`config.mk`:
```
export PLATFORM = sky130hd
export DESIGN_NAME = vga_driver
export DESIGN_NICKNAME = d
export VERILOG_FILES = /design/src/rtl/vga_pkg.sv /design/src/rtl/vga_timing_cnt.sv /design/src/rtl/vga_driver.sv
export SDC_FILE = /design/constraint.sdc
export NUM_CORES = 1
export LEC_CHECK = 0
export CAP_MARGIN = 20
export CORE_UTILIZATION = 50
export DETAILED_ROUTE_END_ITERATION = 7
export GPL_TIMING_DRIVEN = 0
export PLACE_DENSITY = 0.79
export SLEW_MARGIN = 10
export SYNTH_ARGS = -nofsm -noshare
export SYNTH_HDL_FRONTEND = slang
export SYNTH_SLANG_ARGS = --single-unit
```
`constraint.sdc`:
```
create_clock -name clk -period 7.6 [get_ports clk]
set_clock_uncertainty 0.05 [all_clocks]
set_input_delay 1.52 -clock clk [delete_from_list [all_inputs] [get_ports clk]]
set_output_delay 1.52 -clock clk [all_outputs]
set_load 0.005 [all_outputs]
```
`src/rtl/vga_pkg.sv`:
```
// Shared 640x480@60 timing constants and a small colour palette for the VGA display path.
package vga_pkg;

  localparam int H_SYNC  = 96;
  localparam int H_BACK  = 48;
  localparam int H_DISP  = 640;
  localparam int H_FRONT = 16;
  localparam int V_SYNC  = 2;
  localparam int V_BACK  = 33;
  localparam int V_DISP  = 480;
  localparam int V_FRONT = 10;

  localparam int H_TOTAL = H_SYNC + H_BACK + H_DISP + H_FRONT;
  localparam int V_TOTAL = V_SYNC + V_BACK + V_DISP + V_FRONT;
  localparam int HA      = H_SYNC + H_BACK;
  localparam int VA      = V_SYNC + V_BACK;

  typedef logic [11:0] rgb_t;

  localparam rgb_t RED    = 12'hF00;
  localparam rgb_t GREEN  = 12'h0F0;
  localparam rgb_t BLUE   = 12'h00F;
  localparam rgb_t WHITE  = 12'hFFF;
  localparam rgb_t BLACK  = 12'h000;
  localparam rgb_t YELLOW = 12'hFF0;
  localparam rgb_t CYAN   = 12'h0FF;
  localparam rgb_t ROYAL  = 12'h36E;

endpackage

```
`src/rtl/vga_timing_cnt.sv`:
```
// Horizontal/vertical position counters; vcnt advances only when the line wraps.
module vga_timing_cnt
  import vga_pkg::*;
#(
  parameter int H_LEN = H_TOTAL,
  parameter int V_LEN = V_TOTAL
) (
  input  logic       clk,
  input  logic       rst_n,
  output logic [9:0] hcnt,
  output logic [9:0] vcnt,
  output logic       line_end
);

  localparam logic [9:0] H_LAST = 10'(H_LEN - 1);
  localparam logic [9:0] V_LAST = 10'(V_LEN - 1);

  assign line_end = (hcnt == H_LAST);

  always_ff @(posedge clk or negedge rst_n) begin
    if (!rst_n) begin
      hcnt <= '0;
      vcnt <= '0;
    end else if (line_end) begin
      hcnt <= '0;
      vcnt <= (vcnt == V_LAST) ? '0 : vcnt + 10'd1;
    end else begin
      hcnt <= hcnt + 10'd1;
    end
  end

endmodule

```
`src/rtl/vga_driver.sv`:
```
// VGA timing generator: issues pixel requests one clock ahead and registers sync/blank/colour to the pins.
module vga_driver #(
  parameter int H_SYNC  = vga_pkg::H_SYNC,
  parameter int H_BACK  = vga_pkg::H_BACK,
  parameter int H_DISP  = vga_pkg::H_DISP,
  parameter int H_FRONT = vga_pkg::H_FRONT,
  parameter int V_SYNC  = vga_pkg::V_SYNC,
  parameter int V_BACK  = vga_pkg::V_BACK,
  parameter int V_DISP  = vga_pkg::V_DISP,
  parameter int V_FRONT = vga_pkg::V_FRONT
) (
  input  logic        clk,
  input  logic        rst_n,
  input  logic [11:0] vga_data,
  output logic        vga_req,
  output logic [9:0]  vga_xpos,
  output logic [9:0]  vga_ypos,
  output logic        vga_hs,
  output logic        vga_vs,
  output logic        vga_de,
  output logic [11:0] vga_rgb,
  output logic        vga_frame
);

  localparam int H_TOTAL = H_SYNC + H_BACK + H_DISP + H_FRONT;
  localparam int V_TOTAL = V_SYNC + V_BACK + V_DISP + V_FRONT;
  localparam int HA      = H_SYNC + H_BACK;
  localparam int VA      = V_SYNC + V_BACK;

  localparam logic [10:0] H_ACT_LO = 11'(HA);
  localparam logic [10:0] H_ACT_HI = 11'(HA + H_DISP);
  localparam logic [9:0]  V_ACT_LO = 10'(VA);
  localparam logic [9:0]  V_ACT_HI = 10'(VA + V_DISP);
  localparam logic [9:0]  H_SYNC_L = 10'(H_SYNC);
  localparam logic [9:0]  V_SYNC_L = 10'(V_SYNC);
  localparam logic [9:0]  X_OFS    = 10'(HA - 1);

  function automatic logic act(input logic [10:0] h, input logic [9:0] v);
    return (h >= H_ACT_LO) && (h < H_ACT_HI) && (v >= V_ACT_LO) && (v < V_ACT_HI);
  endfunction

  logic [9:0]  hcnt;
  logic [9:0]  vcnt;
  logic        line_end;
  logic [10:0] hnext;
  logic        cur_act;

  vga_timing_cnt #(
    .H_LEN(H_TOTAL),
    .V_LEN(V_TOTAL)
  ) u_cnt (
    .clk     (clk),
    .rst_n   (rst_n),
    .hcnt    (hcnt),
    .vcnt    (vcnt),
    .line_end(line_end)
  );

  // hnext is 11 bits so the last column of a line never aliases into the active window
  assign hnext   = {1'b0, hcnt} + 11'd1;
  assign cur_act = act({1'b0, hcnt}, vcnt);

  always_comb begin
    vga_req  = !line_end && act(hnext, vcnt);
    vga_xpos = '0;
    vga_ypos = '0;
    if (vga_req) begin
      vga_xpos = hcnt - X_OFS;
      vga_ypos = vcnt - V_ACT_LO;
    end
  end

  // Data outside the active window is never sampled, so an undriven responder cannot leak to the pins
  always_ff @(posedge clk or negedge rst_n) begin
    if (!rst_n) begin
      vga_hs    <= 1'b1;
      vga_vs    <= 1'b1;
      vga_de    <= 1'b0;
      vga_rgb   <= '0;
      vga_frame <= 1'b0;
    end else begin
      vga_hs    <= ~(hcnt < H_SYNC_L);
      vga_vs    <= ~(vcnt < V_SYNC_L);
      vga_de    <= cur_act;
      vga_rgb   <= cur_act ? vga_data : '0;
      vga_frame <= (hcnt == '0) && (vcnt == '0);
    end
  end

endmodule

```
==> metrics <==
Worst EP required=6.03 ns; Setup TNS=0 ns; Starting Density=0.5187; Worst-Margin Slew=0.7879 ns; pre-CTS WS=3.133 ns; Yosys reg bits=36; Synth Area per Inst=9.489 sq um; Final Non-Filler Cells=348; drt pass-1 iters=4; # rows=24; crit share post-route=0.6375; Longest Clk Path Bufs=2; HPWL Detailed=3832 microns; VDD IR-drop max=0.00006602 V; largest net degree at the start of global routing=37; clk sinks=36; die height=69.21 microns; Area growth syn-to-layout=28.92%; Total Wirelength=5423 microns; P_leak=1.182 nW; routability congestion estimate=0.8774; leading area contributor after synthesis=dfrtp_1; most common cell in the netlist=dfrtp_1; Final Power=0.3437 mW; clk root buf=clkbuf_8; share of synthesized registers carrying an async set or reset=1.000; number of global-route vias before repair=1937; Mapped Area=2258 sq um; wire length of the first global-routing pass=9335 microns; CTS resizes=0; Core Region=4354 sq um; DRC violations left=0; Hold Vio Cnt, Final=0; Tmin final=4.845 ns; PortBufs=50; Worst slew margin=0.4747; status=finished clean; count of final max-slew check failures=0; Total GRT Usage=0.2408; Synth top cells by count=dfrtp_1, nand2_1, nor2_1, xnor2_1, and2_1; Cell Area, Placed=2819 sq um; Max Clk Rate=206.4 MHz; routed vias=1989; number of fill cells=356; H-tree depth=2; Reg clk slew, reported paths=0.07 ns; Cells after Synth=238; critical path data arrival time=3.27 ns; critical path type=reg -> out; top cell type's share of synthesized area=0.3767; number of setup buffers added after CTS=0; latest clock arrival within the worst-skew pair=0.29 ns; Tightest Hold Check Type=reg -> reg; YS warnings=0; antenna violations before repair=0; Max-cap violations=0; Final setup viols=0; fin nets=313; layout cells sized above 1=0.1588; Netlist cell types=53; Avg WL per Cell=15.58 microns; remaining antenna violation count=0; DR vias/cell=5.716; CTS hold repair buffers=0; CTS buffer count=5; Post-synth EDFFs=0; net count after synthesis=256; final hold slack=0.5254 ns; CTS tree=built; crit path capture type=primary output; Setup crit start kind=register; placed cells=340; worst-path maximum fanout=10; Die Area=4789 sq um; final worst setup slack=2.755 ns; Die W=69.21 microns; sequential area share after synthesis=0.4000; Pwr per Cell Area=118.0 nW/um^2; fin area=2912 sq um; Layout Utilization=0.6687; DR iter-0 viols=178; top post-synthesis cells by area=dfrtp_1, xnor2_1, a211oi_2; IO Count=51; dominant synthesized flop cell=dfrtp_1; RSZ-0062 raised after global routing=false; ANT cells=0; gr ovfl total=0
## final cells by class
class	count	area [sq um]	area share
repair buffers	50	495.5	0.1702
flip-flops and latches	36	903.4	0.3103
inverters	6	22.52	0.007735
plain buffers	22	113.9	0.03911
multi-input cells	174	1219	0.4186
clock buffers	6	82.58	0.02836
clock inverters	2	10.01	0.003438
well taps	52	65.06	0.02235
## final timing paths
path                                 end  slack [ns]          start  depth (start not counted)
max in group asynchronous  u_cnt.vcnt[4]        5.74          rst_n                          1
min in group asynchronous     vga_rgb[8]        1.26          rst_n                          1
max                          vga_ypos[2]        2.76  u_cnt.hcnt[0]                          9
max reg2reg                   vga_rgb[4]        5.18  u_cnt.vcnt[0]                          7
min reg2reg                u_cnt.vcnt[5]        0.53  u_cnt.vcnt[5]                          2
min                        u_cnt.vcnt[5]        0.53  u_cnt.vcnt[5]                          2
## layout by cell type, fill, tap and decap left out, types with 3 or more instances in the layout
cell,count
or3_1,5
buf_2,11
nor2_1,15
xnor2_1,15
a211oi_1,6
nand3_1,8
nand4_1,6
nor3_1,8
clkbuf_1,9
inv_1,5
nand2_1,18
a21oi_1,9
xor2_1,7
and2_1,13
clkdlybuf4s50_1,49
a211oi_2,10
dfrtp_1,34
o21ai_0,10
and3_1,4
ha_1,4
nand3b_1,3
clkbuf_8,6
## kinds of logic after synthesis
| family | synth area share |
|---|---|
| simple gates | 0.2244 |
| compound gates | 0.2028 |
| flops | 0.4000 |
| buf+inv | 0.06039 |
| xor+xnor | 0.08532 |
| fa+ha+maj | 0.02216 |
| mux | 0.004986 |
## state kept, by name, summed over array words and instances (netlist names)
| name | cells |
|---|---|
| vga_de | 1 |
| vga_hs | 1 |
| vga_rgb | 12 |
| u_cnt.hcnt | 10 |
| u_cnt.vcnt | 10 |
| vga_vs | 1 |
| vga_frame | 1 |
## power breakdown
| group | leakage [nW] | switching (mW) | internal, mW |
|---|---|---|---|
| Clock | 0.0510 | 0.0699 | 0.0724 |
| Combinational | 0.649 | 0.00431 | 0.00553 |
| Sequential | 0.481 | 0 | 0.192 |
| Total | 1.18 | 0.0743 | 0.269 |
## metal layers
layer | track usage | part of all wire
met1 | 0.3513 | 0.48
met2 | 0.3592 | 0.44
met3 | 0.05669 | 0.070
met4 | 0.06349 | 0.011
met5 | 0 | 0
## worst max-delay path: stages, from the launching register on
cell and delay, ns:
dfrtp_1 0.51, ha_1 0.35, and3_1 0.19, clkbuf_1 0.29, nand4_1 0.20, a211oi_2 0.25, o21ai_1 0.15, buf_2 0.23
a211oi_1 0.28, clkdlybuf4s50_1 0.54
(Power assumes the default switching activity.)
